$ cat config.mk
export PLATFORM = sky130hd
export DESIGN_NAME = hazard_scoreboard_flat
export DESIGN_NICKNAME = d
export VERILOG_FILES = /design/src/rtl/hazard_scoreboard_pkg.sv /design/src/rtl/hazard_scoreboard_if.sv /design/src/rtl/hazard_scoreboard_reg_scoreboard.sv /design/src/rtl/hazard_scoreboard.sv /design/src/flat_wrapper.sv
export SDC_FILE = /design/constraint.sdc
export NUM_CORES = 1
export LEC_CHECK = 0
export BUFFER_PORTS_ARGS = -buffer_cell sky130_fd_sc_hd__buf_4
export CORE_UTILIZATION = 59
export DETAILED_ROUTE_END_ITERATION = 10
export PLACE_DENSITY = 0.86
export SYNTH_ARGS = -nofsm -noshare
export SYNTH_HDL_FRONTEND = slang
export SYNTH_SLANG_ARGS = --single-unit
$ cat constraint.sdc
create_clock -name clk -period 5.4 [get_ports clk]
set_input_delay 0.81 -clock clk [delete_from_list [all_inputs] [get_ports clk]]
set_output_delay 0.81 -clock clk [all_outputs]
set_load 0.005 [all_outputs]
$ cat src/rtl/hazard_scoreboard_pkg.sv
// Shared definitions for the ID-stage hazard scoreboard: state encodings,
// register-index width and the pipeline NOP encoding.
package hazard_scoreboard_pkg;

  localparam int REG_W = 5;
  localparam int NREG  = 32;

  // addi x0,x0,0 -- loaded by the pipeline registers on bubble/flush
  localparam logic [31:0] NOP_INSTR = 32'h0000_0013;

  typedef enum logic [1:0] {
    HZ_RUN   = 2'd0,
    HZ_LOAD  = 2'd1,
    HZ_LONG  = 2'd2,
    HZ_FLUSH = 2'd3
  } hz_state_e;

  // One-hot of a register index; x0 never produces a bit.
  function automatic logic [NREG-1:0] reg_onehot(input logic [REG_W-1:0] idx,
                                                 input logic             en);
    logic [NREG-1:0] m;
    m = '0;
    if (en && (idx != '0)) m[idx] = 1'b1;
    return m;
  endfunction

endpackage

$ cat src/rtl/hazard_scoreboard_if.sv
// ID-stage hazard interface. master = pipeline side (drives decode info,
// mul/div completion and EX redirect); slave = hazard scoreboard.
// Handshake: no valid/ready; every input is a level sampled each cycle,
// every control output is valid combinationally in the same cycle and the
// pipeline acts on it at the next rising edge.
interface hazard_scoreboard_if #(parameter int CNT_W = 16);
  logic [4:0]       rs1_id;
  logic [4:0]       rs2_id;
  logic             use_rs1_id;
  logic             use_rs2_id;
  logic [4:0]       rd_id;
  logic             RUWr_id;
  logic             load_id;
  logic             long_id;
  logic             long_done;
  logic [4:0]       long_rd;
  logic             branch_taken_ex;
  logic             stall_pc;
  logic             stall_ifid;
  logic             bubble_idex;
  logic             flush_ifid;
  logic [31:0]      pending;
  logic [1:0]       hazard_state;
  logic [CNT_W-1:0] stall_cycles;

  modport master (
    output rs1_id, rs2_id, use_rs1_id, use_rs2_id, rd_id, RUWr_id,
           load_id, long_id, long_done, long_rd, branch_taken_ex,
    input  stall_pc, stall_ifid, bubble_idex, flush_ifid, pending,
           hazard_state, stall_cycles
  );

  modport slave (
    input  rs1_id, rs2_id, use_rs1_id, use_rs2_id, rd_id, RUWr_id,
           load_id, long_id, long_done, long_rd, branch_taken_ex,
    output stall_pc, stall_ifid, bubble_idex, flush_ifid, pending,
           hazard_state, stall_cycles
  );
endinterface

$ cat src/rtl/hazard_scoreboard_reg_scoreboard.sv
// Pending-write vector for the mul/div unit. Set wins over clear on the
// same index; the clear is also applied combinationally (eff_pend_o)
// because the completing result is forwarded from WB that same cycle.
module reg_scoreboard
  import hazard_scoreboard_pkg::*;
(
  input  logic             clk,
  input  logic             rst,
  input  logic             set_en_i,
  input  logic [REG_W-1:0] set_idx_i,
  input  logic             clr_en_i,
  input  logic [REG_W-1:0] clr_idx_i,
  output logic [NREG-1:0]  pending_o,
  output logic [NREG-1:0]  eff_pend_o
);

  logic [NREG-1:0] pending_q, pending_d;
  logic [NREG-1:0] set_mask, clr_mask;

  // Next pending vector: clear completed writes, then set new issues.
  always_comb begin
    set_mask     = reg_onehot(set_idx_i, set_en_i);
    clr_mask     = reg_onehot(clr_idx_i, clr_en_i);
    pending_d    = (pending_q & ~clr_mask) | set_mask;
    pending_d[0] = 1'b0;
    eff_pend_o   = pending_q & ~clr_mask;
  end

  // Pending register; reset discards any in-flight mul/div results.
  always_ff @(posedge clk) begin
    if (rst) pending_q <= '0;
    else     pending_q <= pending_d;
  end

  assign pending_o = pending_q;

endmodule

$ cat src/rtl/hazard_scoreboard.sv
// Detects hazards the EX bypass cannot cover (load-use, outstanding mul/div
// writes, taken-branch redirect) and drives PC / IF/ID / ID/EX controls.
module hazard_scoreboard
  import hazard_scoreboard_pkg::*;
#(
  parameter int CNT_W = 16
) (
  input  logic                 clk,
  input  logic                 rst,
  hazard_scoreboard_if.slave   hz
);

  hz_state_e        state_q, state_d;
  logic             ex_load_q, ex_load_d;
  logic [REG_W-1:0] ex_rd_q, ex_rd_d;
  logic [CNT_W-1:0] cnt_q, cnt_d;

  logic [NREG-1:0]  pending, eff_pend;
  logic             load_haz, long_haz, advance, set_en;
  logic             stall_c, flush_c;

  reg_scoreboard u_sb (
    .clk        (clk),
    .rst        (rst),
    .set_en_i   (set_en),
    .set_idx_i  (hz.rd_id),
    .clr_en_i   (hz.long_done),
    .clr_idx_i  (hz.long_rd),
    .pending_o  (pending),
    .eff_pend_o (eff_pend)
  );

  // Hazard terms, priority resolution, control outputs and next state.
  always_comb begin
    load_haz = ex_load_q && (ex_rd_q != '0) &&
               ((hz.use_rs1_id && (hz.rs1_id == ex_rd_q)) ||
                (hz.use_rs2_id && (hz.rs2_id == ex_rd_q)));
    long_haz = (hz.use_rs1_id && (hz.rs1_id != '0) && eff_pend[hz.rs1_id]) ||
               (hz.use_rs2_id && (hz.rs2_id != '0) && eff_pend[hz.rs2_id]) ||
               (hz.RUWr_id    && (hz.rd_id  != '0) && eff_pend[hz.rd_id]);

    state_d   = HZ_RUN;
    stall_c   = 1'b0;
    flush_c   = 1'b0;
    advance   = 1'b0;
    if (hz.branch_taken_ex) begin
      flush_c = 1'b1;
      state_d = HZ_FLUSH;
    end else if (long_haz) begin
      stall_c = 1'b1;
      state_d = HZ_LONG;
    end else if (load_haz) begin
      stall_c = 1'b1;
      state_d = HZ_LOAD;
    end else begin
      advance = 1'b1;
    end

    set_en    = advance && hz.long_id && hz.RUWr_id && (hz.rd_id != '0);
    // A stall or flush places a bubble in EX, so nothing is tracked there.
    ex_load_d = advance && hz.load_id && hz.RUWr_id;
    ex_rd_d   = advance ? hz.rd_id : ex_rd_q;
    cnt_d     = (stall_c && (cnt_q != '1)) ? cnt_q + CNT_W'(1) : cnt_q;
  end

  // State, EX tracker and saturating stall counter registers.
  always_ff @(posedge clk) begin
    if (rst) begin
      state_q   <= HZ_RUN;
      ex_load_q <= 1'b0;
      ex_rd_q   <= '0;
      cnt_q     <= '0;
    end else begin
      state_q   <= state_d;
      ex_load_q <= ex_load_d;
      ex_rd_q   <= ex_rd_d;
      cnt_q     <= cnt_d;
    end
  end

  assign hz.stall_pc     = stall_c;
  assign hz.stall_ifid   = stall_c;
  assign hz.bubble_idex  = stall_c | flush_c;
  assign hz.flush_ifid   = flush_c;
  assign hz.pending      = pending;
  assign hz.hazard_state = state_q;
  assign hz.stall_cycles = cnt_q;

endmodule
$ cat src/flat_wrapper.sv
// flat-port wrapper written by rule: the top's interface ports become plain ports
module hazard_scoreboard_flat import hazard_scoreboard_pkg::*;
#(
  parameter int CNT_W = 16
)
  (clk, rst, hz_rs1_id, hz_rs2_id, hz_use_rs1_id, hz_use_rs2_id, hz_rd_id, hz_RUWr_id, hz_load_id, hz_long_id, hz_long_done, hz_long_rd, hz_branch_taken_ex, hz_stall_pc, hz_stall_ifid, hz_bubble_idex, hz_flush_ifid, hz_pending, hz_hazard_state, hz_stall_cycles);
  hazard_scoreboard_if #(.CNT_W(CNT_W)) hz_i ();
  input  logic clk;
  input  logic rst;
  input wire logic [$bits(hz_i.rs1_id)-1:0] hz_rs1_id;
  input wire logic [$bits(hz_i.rs2_id)-1:0] hz_rs2_id;
  input wire logic [$bits(hz_i.use_rs1_id)-1:0] hz_use_rs1_id;
  input wire logic [$bits(hz_i.use_rs2_id)-1:0] hz_use_rs2_id;
  input wire logic [$bits(hz_i.rd_id)-1:0] hz_rd_id;
  input wire logic [$bits(hz_i.RUWr_id)-1:0] hz_RUWr_id;
  input wire logic [$bits(hz_i.load_id)-1:0] hz_load_id;
  input wire logic [$bits(hz_i.long_id)-1:0] hz_long_id;
  input wire logic [$bits(hz_i.long_done)-1:0] hz_long_done;
  input wire logic [$bits(hz_i.long_rd)-1:0] hz_long_rd;
  input wire logic [$bits(hz_i.branch_taken_ex)-1:0] hz_branch_taken_ex;
  output wire logic [$bits(hz_i.stall_pc)-1:0] hz_stall_pc;
  output wire logic [$bits(hz_i.stall_ifid)-1:0] hz_stall_ifid;
  output wire logic [$bits(hz_i.bubble_idex)-1:0] hz_bubble_idex;
  output wire logic [$bits(hz_i.flush_ifid)-1:0] hz_flush_ifid;
  output wire logic [$bits(hz_i.pending)-1:0] hz_pending;
  output wire logic [$bits(hz_i.hazard_state)-1:0] hz_hazard_state;
  output wire logic [$bits(hz_i.stall_cycles)-1:0] hz_stall_cycles;
  assign hz_i.rs1_id = hz_rs1_id;
  assign hz_i.rs2_id = hz_rs2_id;
  assign hz_i.use_rs1_id = hz_use_rs1_id;
  assign hz_i.use_rs2_id = hz_use_rs2_id;
  assign hz_i.rd_id = hz_rd_id;
  assign hz_i.RUWr_id = hz_RUWr_id;
  assign hz_i.load_id = hz_load_id;
  assign hz_i.long_id = hz_long_id;
  assign hz_i.long_done = hz_long_done;
  assign hz_i.long_rd = hz_long_rd;
  assign hz_i.branch_taken_ex = hz_branch_taken_ex;
  assign hz_stall_pc = hz_i.stall_pc;
  assign hz_stall_ifid = hz_i.stall_ifid;
  assign hz_bubble_idex = hz_i.bubble_idex;
  assign hz_flush_ifid = hz_i.flush_ifid;
  assign hz_pending = hz_i.pending;
  assign hz_hazard_state = hz_i.hazard_state;
  assign hz_stall_cycles = hz_i.stall_cycles;
  hazard_scoreboard #(.CNT_W(CNT_W)) u_core (.clk(clk), .rst(rst), .hz(hz_i));
endmodule
* After elaboration in Yosys (flattened, before gate mapping)
Cells that the tools add are included.
** Cells by class
- Add/subtract/negate cells :: 1
- Multipliers :: 0
- Div/mod/pow operators :: 0
- $lt $le $gt $ge :: 6
- Equal/unequal tests :: 3
- Shifts and indexed selects :: 0
- Multiplexer cells :: 22
- Bitwise operators :: 4
- Reduce and logical (&&, ||, !) cells :: 28
** Operator list (count)
- two-way mux 32 bit :: 2
- bitwise AND 32 bit :: 1
- NOT 32 bit :: 1
- bitwise OR 32 bit :: 1
- nonzero test 5 bit :: 5
- less-than comparator 5 x 6 -> 1 bit (second input constant) :: 4
- logical AND 1 bit :: 20
- adder 16 x 1 -> 16 bit (second input constant) :: 1
- != test 16 bit (second input constant) :: 1
- binary-select mux 1 bit (select 5 bit) :: 3
- two-way mux 1 bit :: 13
- demux 1 bit (select 5 bit) :: 2
- == test 5 bit :: 2
- greater-or-equal comparator 5 x 1 -> 1 bit (second input constant) :: 2
- two-way mux 2 bit :: 2
- logical OR 1 bit :: 3
- bitwise OR 1 bit :: 1
** Word-level totals
- Bits in registers :: 56
- Bits in latches :: 0
- Bits in writable memories :: 0
- ROM bits :: 0
- Input bits :: 29
- Output and inout bits :: 54
- Word-level logic and storage cells :: 70
- Memories :: 0

* Depth between registers and ports, before layout
- Depth in word-level cells :: 20
- Depth in mapped cells :: 13
- Mapped depth without buffers :: 9

* Hierarchy
A second synthesis with hierarchy kept.
** Unflattened totals
- Cells, all modules :: 403
- Area, all modules :: 3649.8 sq um
** By module, submodules not included
- hazard_scoreboard :: instances 1, cells each 231, area an instance 2252.2 sq um, seq. area each 480.5 sq um
- reg_scoreboard :: instances 1, cells each 172, area an instance 1397.6 sq um, seq. area each 620.6 sq um

* Worst setup path after synthesis
No wires, ideal clock.
- Path type :: input port to output port
- Start :: input port hz_long_done
- End :: output port hz_stall_pc
- Data arrival time :: 2823 ps
- Required time :: 4590 ps
- Path slack :: 1767 ps
- Stages :: 9
- Buffers on the path :: 2
- Cell sequence :: buf_4 nand4bb_1 o21ai_0 mux4_2 o221a_2 o32ai_1 a31oi_4 a21oi_1 buf_4
** On the way
- Cells in the longest elaborated chain, start to end :: 11
- Elaborated cells on any way between the ends :: 17
- Those cells by class :: mux (9); bitwise (2); reduce/logical (6)
** Ends and longest elaborated chain
- start: declaration :: RTL line flat_wrapper.sv:18 : input wire logic [$bits(hz_i.long_done)-1:0] hz_long_done;
- logical AND 1 bit (*) :: RTL line hazard_scoreboard_pkg.sv:23 : if (en && (idx != '0)) m[idx] = 1'b1;
- two-way mux 32 bit (*) :: RTL line hazard_scoreboard_pkg.sv:23
- NOT 32 bit (*) :: RTL line hazard_scoreboard_reg_scoreboard.sv:26 : eff_pend_o = pending_q & ~clr_mask;
- bitwise AND 32 bit (*) :: RTL line hazard_scoreboard_reg_scoreboard.sv:26
- binary-select mux 1 bit (select 5 bit) (on tied branches) :: RTL line hazard_scoreboard.sv:38, hazard_scoreboard.sv:39
- two-way mux 1 bit (on tied branches) :: RTL line hazard_scoreboard.sv:38, hazard_scoreboard.sv:39
- logical AND 1 bit (on tied branches) :: RTL line hazard_scoreboard.sv:38, hazard_scoreboard.sv:39
- logical OR 1 bit :: RTL line hazard_scoreboard.sv:38 : long_haz = (hz.use_rs1_id && (hz.rs1_id != '0) && eff_pend[hz.rs1_id]) ||
- logical OR 1 bit (*) :: RTL line hazard_scoreboard.sv:39 : (hz.use_rs2_id && (hz.rs2_id != '0) && eff_pend[hz.rs2_id]) ||
- two-way mux 1 bit (*) :: RTL line hazard_scoreboard.sv:49 : end else if (long_haz) begin
- two-way mux 1 bit (*) :: RTL line hazard_scoreboard.sv:46 : if (hz.branch_taken_ex) begin
- end: declaration :: RTL line flat_wrapper.sv:21 : output wire logic [$bits(hz_i.stall_pc)-1:0] hz_stall_pc;
Mark *: on every way between the ends. The rest lies on a longest branch, timed or not. The select of a mux whose other input is x is not followed.

* Final worst setup path
- Start :: input port hz_long_rd[0]
- End :: output port hz_bubble_idex
** On the way
- Cells in the longest elaborated chain, start to end :: 15
- Elaborated cells on any way between the ends :: 24
- Those cells by class :: order compare (2); mux (11); bitwise (3); reduce/logical (8)
** Ends and longest elaborated chain
- start: declaration :: RTL line flat_wrapper.sv:19 : input wire logic [$bits(hz_i.long_rd)-1:0] hz_long_rd;
- less-than comparator 5 x 6 -> 1 bit (not written as such) / greater-or-equal comparator 5 x 1 -> 1 bit (equally long branches) :: RTL line hazard_scoreboard_pkg.sv:23
- logical AND 1 bit (not written as such) :: RTL line hazard_scoreboard_pkg.sv:23
- two-way mux 1 bit (not written as such) :: RTL line hazard_scoreboard_pkg.sv:23
- demux 1 bit (select 5 bit) :: RTL line hazard_scoreboard_pkg.sv:23
- two-way mux 32 bit (*) :: RTL line hazard_scoreboard_pkg.sv:23
- NOT 32 bit (*) :: RTL line hazard_scoreboard_reg_scoreboard.sv:26
- bitwise AND 32 bit (*) :: RTL line hazard_scoreboard_reg_scoreboard.sv:26
- binary-select mux 1 bit (select 5 bit) (on tied branches) :: RTL line hazard_scoreboard.sv:38, hazard_scoreboard.sv:39
- two-way mux 1 bit (on tied branches) :: RTL line hazard_scoreboard.sv:38, hazard_scoreboard.sv:39
- logical AND 1 bit (on tied branches) :: RTL line hazard_scoreboard.sv:38, hazard_scoreboard.sv:39
- logical OR 1 bit :: RTL line hazard_scoreboard.sv:38
- logical OR 1 bit (*) :: RTL line hazard_scoreboard.sv:39
- two-way mux 1 bit (*) :: RTL line hazard_scoreboard.sv:49
- two-way mux 1 bit (*) :: RTL line hazard_scoreboard.sv:46
- bitwise OR 1 bit (*) :: RTL line hazard_scoreboard.sv:83 : assign hz.bubble_idex = stall_c | flush_c;
- end: declaration :: RTL line flat_wrapper.sv:23 : output wire logic [$bits(hz_i.bubble_idex)-1:0] hz_bubble_idex;
Marks and branches as above.

==> metrics <==
reg2reg setup slack 2070 ps; post-CTS sizing 0; total CTS buffers 5; Synth Area in Adders 0.3303%; routed length per instance between 20 and 25 um; largest net degree at the start of global routing 63; mapped cell area between 0.003 and 0.004 mm^2; dominant cell type by area after synthesis dfxtp_1; Worst Skew 6.821 ps; grt ovf 0; Row Count 28; kind of critical path input port to output pin; multiplexer share of the synthesized area under 10%; minimum clock period roughly 4400 ps; uppermost layer routed met4; Core ar. between 0.006 and 0.007 mm^2; Unique masters post-synth 66; via-per-instance ratio between 7 and 8; starting density of the core a little over three fifths; register area share after synthesis just under 30%; setup TNS 0 ps; DP Cell Count 580; hold_buf cts 0; Synth Area in XOR/XNOR 2.774%; max_cap viols 0; # port buffers 81; P per Cell Area a little under 200 mW/mm^2; Final Setup Violations 0; total nets after synthesis 492; P&R area growth vs syn 16.15%; via count between 4,000 and 5,000; main combinational cell family by area after synthesis compound AO/OA/AOI/OAI gates; Worst-path clk slew roughly 100 ps; boundary pin count 83; Clock Sinks between 50 and 60; Leak 1.655 nW; area of the multi-input gates between 0.002 and 0.0025 mm^2; Layout fillers ~500; slew margin rel. between 50 and 60%; NumNets Final 542; Min Hold Slack 553.0 ps; Clk Latency, worst-skew pair roughly 320 ps; Antenna Cells 0; simple-gate share of the synthesized area 21.99%; maximum VDD drop ~140 uV; flip-flop and latch count after synthesis 55; Total GRT Usage between 30% and 40%; Synth Area in Compound Gates 32.43%; DIE WIDTH roughly 82 um; Hold Crit Class flop to flop; Top FF cell, synth dfxtp_1; DRT Pass-1 Iters 5; fin cells 588; crit path DAT 3550 ps; Crit Path Max Fanout 13; clock root buffer master clkbuf_8; critical path's slowest cell mux4_2; Die Y ~82 um; clk buf depth 2; DIE AREA between 0.006 and 0.007 mm^2; final core occ 72.61%; met3 routed WL 1551 um; fin worst setup slack approximately 1000 ps; fin crit share between 80% and 90%; Post-Syn Instances 462; Synth top area share between 20 and 30%; status completed; GPL Wtd Cong ~1; initial DRC count 630; Post-synth ARST share 0%; synth warn 0; H-tree Lvls 2; Post-synth EDFFs 0; M1 WL slightly above 5000 um; layout cell share with drive strength beyond 1 around 22%; DR WL met2 a little under 6000 um; CP endpoint kind output pin; first-pass GRT wire length ~19,000 um; Post-DP HPWL between 9000 and 10,000 um; unrepaired setup endpoints after global routing false; Cell Chain, Critical Path buf_4 > nand2b_1 > o21ai_0 > mux4_2 > nand2_1 > nor4b_1 > nand2_1 > nand4_4 > buf_4; CP startpoint kind input port; synth top area cells dfxtp_1 29%, o32ai_1 6.0%, o21ai_0 4.2%; Slew @ Worst Pin roughly 700 ps; initial antenna violation count 0; Hold Fails Final Rpt 0; wirelength, routed around 13,000 um; flip-flop and latch area between 0.001 and 0.0015 mm^2; Avg Cell Area, Syn 8.201 um^2; Peak Freq 229.4 MHz; Post-CTS Setup Bufs 0; Slew Viols, Final 0; Critical Path Max Stage Delay 530 ps; Final ANT Viol Nets 0; DRC viols 0; pre-CTS WS roughly 1000 ps; WP data required between 4000 and 5000 ps; vias in the first global route between 3,000 and 4,000; CTS tree yes
-- kinds of logic after synthesis --
family                   Yosys count
buffers and inverters             58
AO/OA/AOI/OAI                    167
other                              1
XOR/XNOR                          12
multiplexers                      19
AND/OR/NAND/NOR                  149
flip-flops                        55
adder cells (fa/ha/maj)            1
-- per-layer routing --
metal,global-route usage (%),up-vias
li1,-,1896
met3,7.692,56
met1,52.58,1994
met4,14.21,0
met2,60.74,349
met5,0,-
-- final cells by class --
cell class | instances | area share [%]
Clock buffer | 6 | 1.877
Clock inverter | 2 | 0.3696
Inverter | 18 | 1.535
Multi-Input combinational cell | 349 | 54.90
Sequential cell | 55 | 25.02
Tap cell | 75 | 2.132
Timing Repair Buffer | 83 | 14.16
-- cells in the mapped netlist (8+ instances only) --
library cell / instances
clkbuf_1: 25
nand3_1: 16
o21ai_0: 32
xor2_1: 9
o32ai_1: 26
nand2b_1: 8
a21oi_1: 20
mux2i_1: 12
nand2_1: 25
o211ai_1: 19
dfxtp_1: 55
nand4_1: 9
nor2_1: 29
o2111ai_1: 10
inv_1: 18
nor2b_1: 11
and3_1: 10
-- worst paths after layout --
check	startpoint	end	cells after the start
max reg2reg	u_core.u_sb.pending_o[17]	u_core.hz.stall_cycles[10]	8
min	u_core.hz.stall_cycles[3]	u_core.hz.stall_cycles[4]	2
min reg2reg	u_core.hz.stall_cycles[3]	u_core.hz.stall_cycles[4]	2
max	hz_long_rd[0]	hz_bubble_idex	9
-- flip-flops by register name, summed over array words and instances, names as in the netlist --
signal / count
u_core.hz.stall_cycles: 16
u_core.u_sb.pending_o: 31
u_core.hz.hazard_state: 2
u_core.ex_load_q: 1
u_core.ex_rd_q: 5
-- power by group --
group | internal, mW | total (mW) | switching (mW)
combinational | 0.0645 | 0.175 | 0.110
sequential | 0.412 | 0.420 | 0.00779
clock | 0.105 | 0.254 | 0.149
total | 0.582 | 0.849 | 0.267
-- through the flow --
stage                     power [mW]  cell area [um^2]
after floorplan               0.5422              3789
after global placement        0.5938              4302
after detailed placement      0.5982              4302
after CTS                     0.8404              4400
after global routing          0.8747              4400
final                         0.8486              4400
-- cell usage in the layout (no fill, tap or decap), types with 7 or more instances in the layout --
cell type  count
a21oi_1       20
a22oi_1        7
and3_1        10
buf_4         83
dfxtp_1       55
inv_1         18
mux2i_1       12
nand2_1       25
nand2b_1       8
nand3_1       16
nand4_1        9
nor2_1        29
nor2b_1       11
nor3_1         7
o2111ai_1     10
o211ai_1      19
o21ai_0       32
o22ai_1        7
o32ai_1       26
xor2_1         9
-- worst max-delay path, delay by kind of cell --
kind                   cells  cell delay [ps]
buffers and inverters      2              250
AO/OA/AOI/OAI              1              350
multiplexers               1              530
AND/OR/NAND/NOR            5             1590
Power figures use the tool's default switching activity.
